--- config.mk ---
export PLATFORM = sky130hd
export DESIGN_NAME = divider
export DESIGN_NICKNAME = d
export VERILOG_FILES = /design/src/rtl/divider_pkg.sv /design/src/rtl/divider.sv
export SDC_FILE = /design/constraint.sdc
export NUM_CORES = 1
export LEC_CHECK = 0
export CORE_MARGIN = 1.5
export CORE_UTILIZATION = 45
export DETAILED_ROUTE_END_ITERATION = 8
export PLACE_DENSITY = 0.66
export SLEW_MARGIN = 15
export SYNTH_ARGS = -nofsm -noshare
export SYNTH_HDL_FRONTEND = slang
export SYNTH_SLANG_ARGS = --single-unit
export TNS_END_PERCENT = 30
--- constraint.sdc ---
create_clock -name clk_i -period 16.1 [get_ports clk_i]
set_clock_uncertainty 0.1 [all_clocks]
set_input_delay 1.61 -clock clk_i [delete_from_list [all_inputs] [get_ports clk_i]]
set_output_delay 1.61 -clock clk_i [all_outputs]
set_load 0.01 [all_outputs]
--- src/rtl/divider_pkg.sv ---
// Types and next-state helpers for the iterative restoring divider.
// One packed state record holds the handshake flags, the working registers
// and the held results. The top module registers it and picks one helper
// per cycle to compute its next value.
package div_types;

  localparam int DIV_WIDTH = 32;
  localparam int CNT_W     = $clog2(DIV_WIDTH) + 1;

  typedef logic [DIV_WIDTH-1:0] word_t;
  typedef logic [CNT_W-1:0]     cnt_t;

  typedef enum logic [1:0] {
    D_IDLE      = 2'd0,
    D_SHIFT_SUB = 2'd1,
    D_DONE      = 2'd2
  } dop_e;

  typedef struct packed {
    logic  ready;      // able to accept a new operation
    logic  done;       // quot/rem hold a valid result
    dop_e  op;         // current phase
    cnt_t  iteration;  // completed shift/subtract steps
    word_t R;          // partial remainder (magnitude)
    word_t Q;          // dividend shifting out / quotient shifting in
    word_t D;          // divisor magnitude
    logic  neg_q;      // final quotient must be negated
    logic  neg_r;      // final remainder must be negated
    word_t quot;       // held quotient result
    word_t rem;        // held remainder result
  } dstate_s;

  localparam word_t WORD_MIN = {1'b1, {(DIV_WIDTH-1){1'b0}}};

  localparam dstate_s DSTATE_RESET = '{
    ready:     1'b1,
    done:      1'b0,
    op:        D_IDLE,
    iteration: '0,
    R:         '0,
    Q:         '0,
    D:         '0,
    neg_q:     1'b0,
    neg_r:     1'b0,
    quot:      '0,
    rem:       '0
  };

  // Magnitude of a two's complement value; the most negative value maps to
  // itself, which is its correct magnitude when read as unsigned.
  function automatic word_t abs_val(input word_t x, input logic is_signed);
    return (is_signed && x[DIV_WIDTH-1]) ? word_t'(~x + word_t'(1)) : x;
  endfunction

  function automatic word_t negate_if(input word_t x, input logic neg);
    return neg ? word_t'(~x + word_t'(1)) : x;
  endfunction

  // Divide-by-zero and signed MIN / -1 are answered without iterating.
  function automatic logic is_special(input logic is_signed, input word_t a,
                                      input word_t b);
    return (b == '0) || (is_signed && (a == WORD_MIN) && (b == '1));
  endfunction

  // Accepted regular operation: load magnitudes and sign fix-up flags.
  // Held results are left untouched until the new result is ready.
  function automatic dstate_s init(input dstate_s cur, input logic is_signed,
                                   input word_t a, input word_t b);
    dstate_s nxt;
    nxt           = cur;
    nxt.ready     = 1'b0;
    nxt.done      = 1'b0;
    nxt.op        = D_SHIFT_SUB;
    nxt.iteration = '0;
    nxt.R         = '0;
    nxt.Q         = abs_val(a, is_signed);
    nxt.D         = abs_val(b, is_signed);
    nxt.neg_q     = is_signed & (a[DIV_WIDTH-1] ^ b[DIV_WIDTH-1]) & (b != '0);
    nxt.neg_r     = is_signed & a[DIV_WIDTH-1];
    return nxt;
  endfunction

  // Accepted special operation: result is written immediately.
  function automatic dstate_s special(input dstate_s cur, input word_t a,
                                      input word_t b);
    dstate_s nxt;
    nxt           = cur;
    nxt.ready     = 1'b1;
    nxt.done      = 1'b1;
    nxt.op        = D_DONE;
    nxt.iteration = '0;
    nxt.neg_q     = 1'b0;
    nxt.neg_r     = 1'b0;
    if (b == '0) begin
      nxt.quot = '1;
      nxt.rem  = a;
    end else begin
      nxt.quot = WORD_MIN;
      nxt.rem  = '0;
    end
    return nxt;
  endfunction

  // One restoring step per call; once all steps are done, apply the sign
  // fix-ups and publish the result.
  function automatic dstate_s shift_sub(input dstate_s cur);
    dstate_s            nxt;
    logic [DIV_WIDTH:0] t;
    nxt = cur;
    if (cur.iteration == cnt_t'(DIV_WIDTH)) begin
      nxt.quot  = negate_if(cur.Q, cur.neg_q);
      nxt.rem   = negate_if(cur.R, cur.neg_r);
      nxt.op    = D_DONE;
      nxt.ready = 1'b1;
      nxt.done  = 1'b1;
    end else begin
      {nxt.R, nxt.Q} = {cur.R, cur.Q} << 1;
      t = {1'b0, nxt.R} - {1'b0, cur.D};
      if (!t[DIV_WIDTH]) begin
        nxt.R    = t[DIV_WIDTH-1:0];
        nxt.Q[0] = 1'b1;
      end
      nxt.iteration = cur.iteration + cnt_t'(1);
    end
    return nxt;
  endfunction

endpackage

--- src/rtl/divider.sv ---
// Iterative restoring divider for RV32M DIV/DIVU/REM/REMU.
// Shares the start/ready/done handshake with the shift-add multiplier.
// Regular operations finish WIDTH+1 edges after the accept edge. Special
// cases (divide by zero, signed overflow) finish on the accept edge itself.
// The divider is sized by div_types::DIV_WIDTH; WIDTH must equal it.
module divider
  import div_types::*;
#(
  parameter int WIDTH = DIV_WIDTH
) (
  input  logic             clk_i,
  input  logic             rst_i,
  input  logic             signed_i,
  input  logic [WIDTH-1:0] dividend_i,
  input  logic [WIDTH-1:0] divisor_i,
  input  logic             start_i,
  output logic             ready_o,
  output logic             done_o,
  output logic [WIDTH-1:0] quotient_o,
  output logic [WIDTH-1:0] remainder_o
);

  dstate_s state_q;
  dstate_s state_d;
  logic    accept;

  // Next state: accept a new op when ready, otherwise advance the iteration.
  always_comb begin
    state_d = state_q;
    accept  = start_i & state_q.ready;
    if (accept) begin
      if (is_special(signed_i, dividend_i, divisor_i)) begin
        state_d = special(state_q, dividend_i, divisor_i);
      end else begin
        state_d = init(state_q, signed_i, dividend_i, divisor_i);
      end
    end else if (state_q.op == D_SHIFT_SUB) begin
      state_d = shift_sub(state_q);
    end
  end

  // State register with asynchronous reset back to idle.
  always_ff @(posedge clk_i or posedge rst_i) begin
    if (rst_i) begin
      state_q <= DSTATE_RESET;
    end else begin
      state_q <= state_d;
    end
  end

  assign ready_o     = state_q.ready;
  assign done_o      = state_q.done;
  assign quotient_o  = state_q.quot;
  assign remainder_o = state_q.rem;

endmodule

==> results.md <==
* CTS buffer count at 17
* WL per Instance at 19.6 um
* Vias in the first global route at 10428
* Worst skew pair latency at 0.44 ns
* Initial antenna violation count at 0
* Most frequent cells in the layout: dfrtp_1 (170), nand2_1 (167), o21ai_0 (141)
* Ys flop type: dfrtp_1
* Async set-reset flop share out of synthesis at 1.00
* Hold_buf cts at 0
* Mean Syn Cell Area at 8.32 um^2
* Synthesis-to-finish area growth at 13.1%
* Main combinational cell family by area after synthesis: compound AO/OA/AOI/OAI gates
* Hold Crit Class: register to register
* Status: completed
* Setup TNS at 0 ns
* Critical path required time at 16.34 ns
* Top cells by area, synth: dfrtp_1 (34%), xnor2_1 (6.9%), o21ai_0 (5.7%)
* Post-synthesis sequential area ratio at 0.347
* Chip height at 169 um
* Placer congestion estimate at 0.962
* Post-synthesis net count at 1593
* CP Capture Type: register
* Max Freq at 193 MHz
* Max-Cap Viols at 0
* Critical path peak fanout at 51
* Fraction of layout cells with a size suffix above 1 at 0.0518
* GRT Total Usage at 0.257
* Mux share of post-synthesis cell area at 0.00648
* Met1 global-route usage at 0.349
* Leak at 5.73 nW
* Fraction of synthesized cell area in xor and xnor cells at 0.105
* Reg area at 4280 um^2
* Synth unique cells at 71
* IO Count at 134
* Complex-gate fraction of the synthesized area at 0.223
* Largest net degree at the start of global routing at 101
* Cell chain of the critical path: clkdlybuf4s50_1 -> inv_1 -> ha_1 -> or3b_1 -> nor4b_4 -> nor3b_4 -> nand3_1 -> o21a_1 -> buf_4 -> nor2_4 -> a32oi_1 -> o21ai_0
* FF-to-FF Start: state_q[136]
* GR Util met3 at 0.0374
* Slowest stage cell, crit path: nor2_4
* Synth warnings at 0
* CTS root buffer: clkbuf_16
* CTS Sinks at 171
* Number of synthesized register bits at 171
* Post-CTS Setup Inserts at 0
* Netlist area before placement at 12400 um^2
* Post-Synth Simple-Gate Area at 0.190
* Biggest cell delay along the critical path at 0.77 ns
* Worst-margin pin slew at 1.04 ns
* Final Slew Violations at 0
* Busiest grt layer: met2
* H-tree depth at 4
* Core area at 27000 um^2
* Crit path DAT at 5.42 ns
* Period utilisation layout at 0.322
* Clock Tree Buf Depth at 2
* # fillers at 2505
* First-pass GRT wire length at 57400 um
* 1st-pass router iterations at 5
* Final setup violation count at 0
* Total number of vias at 11063
* Grt ovf at 0
* Final-report hold violation count at 0
* P per Cell Area at 183 nW/um^2
* Worst setup path startpoint: dividend_i[0]
* RSZ-0062 raised after global routing: no
* CTS tree: yes
* Kind of critical path: primary input to register
* Leading area contributor after synthesis: dfrtp_1
* Nets at 1601
* I/O Buffers at 133
* Max VDD drop at 77.5 uV
* Yosys top cell area share at 0.344
* Antenna diodes at 0
* DP HPWL at 27100 um
* Row cnt at 60
* Area of the multi-input gates at 7040 um^2
* Hold_ws at 0.384 ns
* Post-Synthesis Cells at 1484
* Flop2flop setup slack at 12.31 ns
* Die area at 28400 um^2
* WL final at 36200 um
* Most common cell after layout, fill and taps aside: dfrtp_1
* Min Tclk post-route at 5.19 ns
* GR Util met2 at 0.418
* Reg clk slew, reported paths at 0.07 ns
* Width of the chip at 169 um
* Initial Util at 0.458
* Worst Hold Launch: remainder_o[4]
* Routed Antenna Nets at 0
* Drt initial violations at 1043
* Drt drc at 0
* Vias per cell at 5.99
* Post-cts gate resize count at 0
* Post-synth EDFFs at 0
* Post-layout util at 0.518
* Startpoint Class: primary input
* Worst slew margin at 0.306
* Area share of fa/ha/maj cells after synthesis at 0.0421
registers in the layout (all words and copies together), names as in the netlist:
signal,flops
done_o,1
quotient_o,32
ready_o,1
remainder_o,32
state_q,105
power by group:
group | internal, W | switching, W
Combinational | 0.000588 | 0.000797
Sequential | 0.000590 | 0.000163
Clock | 0.000220 | 0.000194
layout make-up:
cell class | instances | area share
clock buffer | 18 | 0.0307
clock inverter | 14 | 0.0110
inverter | 56 | 0.0154
multi-input combinational | 1100 | 0.504
sequential | 171 | 0.306
tap | 341 | 0.0305
timing repair buffer | 146 | 0.102
per-stage QoR:
stage                     total power (W)  cell area [um^2]  std cells  worst slack [ns]
after global routing              0.00275             14000       1846             10.72
after floorplan                   0.00176             12400       1484              9.76
after detailed placement          0.00213             13400       1814             10.51
after global placement            0.00210             13400       1814             10.63
after CTS                         0.00255             14000       1846             10.96
final                             0.00255             14000       1846             10.91
cell usage after synthesis, types with 3 or more instances:
cell type,count
a32oi_1,8
a21oi_1,68
o41ai_2,4
a211oi_1,5
o22ai_1,4
a21o_1,9
a211o_1,4
buf_1,4
dfrtp_1,170
a31oi_1,11
o21ai_1,35
o221ai_1,3
buf_4,64
a221o_1,27
and2_1,8
nand2_1,167
o211ai_1,7
mux2i_1,8
nand4_1,18
inv_1,56
xnor2_1,97
o21ai_0,141
a41oi_1,3
nand3_1,96
nand2b_1,11
o31ai_2,3
o41ai_1,15
nor2b_1,8
buf_2,12
or2_2,4
clkbuf_1,75
o21a_1,9
nor4_1,19
or4_4,5
a22oi_1,26
or4_1,5
nor3_1,15
or3_1,13
and3_1,5
o31ai_1,28
xor2_1,51
nor2_1,85
ha_1,40
path summary, 6_finish.rpt:
check | endpoint | depth (start not counted)
setup / recovery | state_q[161] | 12
hold / removal | remainder_o[4] | 2
setup reg to reg | state_q[161] | 8
hold reg to reg | remainder_o[4] | 2
max in group asynchronous | state_q[64] | 3
min in group asynchronous | state_q[71] | 2
per-layer routing:
layer,up-vias,part of all wire
li1,5273,-
met1,5332,0.44
met2,417,0.46
met3,41,0.060
met4,0,0.031
met5,-,0
worst max-delay path: cells and delay by family:
kind,cells,cell delay [ns]
simple gates,5,2.19
fa+ha+maj,1,0.17
compound gates,3,0.53
buf+inv,3,0.87
cell families after synthesis:
kind of cell,Yosys count
buf+inv,213
simple gates,478
fa+ha+maj,41
xor+xnor,148
mux,8
compound gates,425
flops,171
(Power assumes the default switching activity.)
==> RTL edit 1, RTL diff (config.mk and constraints unchanged) <==
Set the package constant `DIV_WIDTH` to 64 (it was 32).
--- a/src/rtl/divider_pkg.sv
+++ b/src/rtl/divider_pkg.sv
@@ -4,7 +4,7 @@
 // per cycle to compute its next value.
 package div_types;
 
-  localparam int DIV_WIDTH = 32;
+  localparam int DIV_WIDTH = 64;
   localparam int CNT_W     = $clog2(DIV_WIDTH) + 1;
 
   typedef logic [DIV_WIDTH-1:0] word_t;
Interface: changed (resized dividend_i, divisor_i, quotient_o and remainder_o); port bits go from 134 to 262. No check against the original RTL was run, so the function may have changed too.
==> RTL edit 1 against the unedited design <==
- setup slack worse by 1.8 ns
- routed wire length is 100% higher
- register-to-register slack worse by 1.3 ns
- die area is 96% higher
- count of clock-buffer cells in the layout is 36 higher
- power is 25% lower
- sequential cell count is 161 higher
- area after synthesis is 98% higher
- cell area is 99% higher
- synthesized cell count is 99% higher
- cell count is 100% higher
- fmax is 26% lower
==> RTL edit 1: results (changes against the unedited design) <==
[run_status]
status=finished, final reports clean

[layout]
largest_register_ff_count=202  ; +92%
utilization_pct=51.8  ; -0.085 points
clkbuf_count=54  ; +36
seq_share_pct=29.9  ; -0.74 points
buffer_area_share_pct=10.0  ; -0.22 points
clk_share_pct=5.01  ; +0.83 points
multi_input_gates=2238  ; +100%

[pwr]
p_comb_mw=0.125  ; -91%
vdd_ir_drop_max_mv=0.0613  ; -21%
p_int_mw=1.47  ; +5.0%

[setup_path]
r2r-end=state_q[299]
crit_fanout=81  ; +59%
critPathMaxStageDelay_ns=0.73  ; -0.04 ns
cp.arrival_ns=7.36  ; +1.94 ns

[synth]
ys_types=81  ; +14%
synth_area_leaders=dfrtp_1 (34%), xnor2_1 (7.5%), o21ai_0 (6.4%)
synth-compound-area-share_pct=24.3  ; +1.9 points
ys_top_cells_by_count=nor2_1 (339), dfrtp_1 (331), o21ai_0 (310)
seq_area_frac_synth_pct=34.0  ; -0.64 points

[clock_tree]
clk_transition_reported_paths_ns=0.05  ; -0.02 ns
clock_path_buffers=3  ; +1
insertion_delay_ns=0.57  ; +0.13 ns

[route]
vias=21500  ; +95%
wl_per_cell_um=19.6  ; -0.31%

[place]
place_inst=3637  ; +100%

[grt]
grt_first_pass_wirelength_um=115000  ; +100%

[timing]
worst_slew_pin_slew_ns=1.16  ; +0.115 ns

RTL edit 1: changes by cell type in the layout (fill, tap and decap cells not counted), moves of 59 or more:
cell,unedited run,this run
nor2_1,85,338
o21ai_0,141,310
a21oi_1,68,229
dfrtp_1,170,331
clkdlybuf4s50_1,133,261
nand2_1,167,287
xnor2_1,97,210
nand3_1,96,37
RTL edit 1: worst max path at each step:
stage / endpoint / from / cells past startpoint
after global placement: state_q[141] / divisor_i[20] / 11
after detailed placement: state_q[151] / divisor_i[35] / 12
after global routing: state_q[146] / divisor_i[20] / 12
final: state_q[146] / divisor_i[35] / 12
after floorplan: done_o / rst_i / 1
after CTS: state_q[151] / divisor_i[35] / 12
RTL edit 1: layer usage:
layer	share of wire, %	vias up	wire [um]	global-route usage, %
met5	0	-	0	0
met4	2.4	0	1720	6.90
met3	5.4	111	3950	3.44
met2	45	659	32400	40.4
met1	47	10200	34500	36.6
li1	-	10500	-	-
==> RTL edit 2, RTL diff (same flow settings) <==
Without the edit above. Reset style: synchronous (`rst_i`), changed in one clocked block. Comments in the files are not updated.
--- a/src/rtl/divider.sv
+++ b/src/rtl/divider.sv
@@ -40,7 +40,7 @@
   end
 
   // State register with asynchronous reset back to idle.
-  always_ff @(posedge clk_i or posedge rst_i) begin
+  always_ff @(posedge clk_i) begin
     if (rst_i) begin
       state_q <= DSTATE_RESET;
     end else begin
Behaviour: differs if rst_i is asserted again (counterexample within 4 cycles, from zero or initial values and one cycle with rst_i high); with rst_i held inactive, the same outputs for 4 cycles.
==> RTL edit 2 against the unedited design <==
- die area fell by 5.5%
- sequential cell count unchanged
- cell area fell by 5.4%
- area after synthesis shrank 5.6%
- routed wire length fell by 7.7%
- cell count fell by 1.7%
- highest routed layer unchanged
- largest cell class unchanged
- setup slack lost 0.68 ns
Power is not compared: it rests on default switching activity, and its combinational part moved more than twofold at a synthesized area within 25%.
==> RTL edit 2: results (changes against the unedited design) <==
[synth]
ys_top_cells_by_count=dfxtp_1 (171), nor2_1 (149), nand2_1 (108)
synth_area_leaders=dfxtp_1 (29%), xnor2_1 (7.3%), nor2_1 (4.8%)
yosysWarnings=0  ; unchanged
seq_area_frac_synth_pct=29.4  ; -5.3 points
async_flop_share_pct=0  ; -100 points
ys_types=67  ; -5.6%
synthFlopType=dfxtp_1
synth_top_area_share_pct=29.4  ; -5.1 points

[route]
vias=10600  ; -4.1%
routed_wl_um=33400  ; -7.7%
drt-initial-drc-count=882  ; -15%
firstDrtPassIters=5  ; unchanged

[clock_tree]
cts_buffers=17  ; unchanged
post-cts-setup-buffers=0  ; unchanged
insertion_delay_ns=0.44  ; about the same
cts_max_level=4  ; unchanged
post_cts_resized=0  ; unchanged
clk_transition_reported_paths_ns=0.07  ; about the same
cts_root_buf=clkbuf_16
clock_path_buffers=2  ; unchanged

[layout]
largest_register_ff_count=105  ; unchanged
n_antenna_cell=0  ; unchanged
top_register=state_q
drive_gt1_share_pct=6.33  ; +1.1 points
fin_nets=1581  ; -1.2%

[grt]
antenna_found_initial=0  ; unchanged
grt_pass1_vias=9716  ; -6.8%
grt_first_pass_wirelength_um=53000  ; -7.5%
grt_max_degree=85  ; -16%
grt_usage_pct=25.2  ; -0.54 points

[job]
drv_cap=0  ; unchanged

[min_path]
hold_class=reg2reg

[pwr]
p_leak_nw=4.99
vdd_ir_drop_max_mv=0.0626

[place]
dpl.hpwl_um=24600  ; -9.4%
place_congestion=0.926  ; -3.8%
io_buffers=133  ; unchanged

[run_status]
status=finished, final reports clean

[timing]
timing.slew.headroom_pct=25.2  ; -5.5 points

[setup_path]
crit_fanout=84  ; +65%
cp.arrival_ns=6.09  ; +0.67 ns

-- RTL edit 2: cell count changes after synthesis, sizes merged, moves of 35 or more --
| cell | unedited run | this run |
|---|---|---|
| dfrtp | 170 | 0 |
| nor2 | 86 | 152 |
| nand2 | 167 | 108 |
| nand3 | 96 | 19 |
| a211oi | 5 | 53 |
| o21ai | 178 | 107 |
| a21oi | 68 | 104 |
| a221oi | 1 | 36 |
| dfxtp | 0 | 171 |
-- RTL edit 2: cell type report --
| class | instances | area [um2] |
|---|---|---|
| Tap cell | 330 | 413 |
| Multi-Input combinational cell | 1083 | 7160 |
| Sequential cell | 171 | 3420 |
| Inverter | 57 | 214 |
| Clock inverter | 13 | 156 |
| Timing Repair Buffer | 142 | 1400 |
| Fill cell | 2481 | 12100 |
| Clock buffer | 19 | 453 |
-- RTL edit 2: cells by family after synthesis --
logic type,after synthesis,synth area share [%]
buf+inv,213,9.49
fa+ha+maj,41,4.46
mux,5,0.429
simple gates,434,17.9
xor+xnor,151,11.3
compound gates,452,27.1
flops,171,29.4
-- RTL edit 2: critical path: stages --
cell,delay (ns)
clkdlybuf4s50_1,0.50
or3_1,0.46
nor3b_1,0.49
nand3_1,0.37
nand2b_1,0.35
o21a_4,0.39
buf_4,0.37
nor2_4,0.17
buf_4,0.63
nand2_1,0.37
a21oi_1,0.22
nor2_1,0.07
-- RTL edit 2: stage by stage --
| step | power (mW) | instance area, um2 | hold slack [ns] | instances | setup slack [ns] |
|---|---|---|---|---|---|
| floorplan | 0.667 | 11700 | 0.346 | 1467 | 11.87 |
| global placement | 0.744 | 12600 | 0.363 | 1783 | 9.87 |
| detailed placement | 0.746 | 12600 | 0.369 | 1783 | 9.83 |
| CTS | 1.17 | 13200 | 0.379 | 1815 | 10.24 |
| global route | 1.22 | 13200 | 0.418 | 1815 | 9.89 |
| finish | 1.17 | 13200 | 0.385 | 1815 | 10.24 |
-- RTL edit 2: report_power, final --
group / switching (mW) / internal, mW
Combinational: 0.148 / 0.112
Sequential: 0.0268 / 0.452
Clock: 0.189 / 0.241
Total: 0.363 / 0.805
-- RTL edit 2: routing by layer --
metal / wire length [um] / GRT usage (%)
met5: 0 / 0
met4: 1070 / 9.42
met3: 1570 / 3.48
met2: 15900 / 41.6
met1: 14900 / 33.3
-- RTL edit 2: path summary, 6_finish.rpt --
| kind | cells after the start | start | to | slack, ns |
|---|---|---|---|---|
| max | 12 | dividend_i[2] | quotient_o[18] | 10.24 |
| min | 2 | state_q[97] | state_q[97] | 0.39 |
| max reg2reg | 7 | ready_o | state_q[155] | 12.22 |
| min reg2reg | 2 | state_q[97] | state_q[97] | 0.39 |
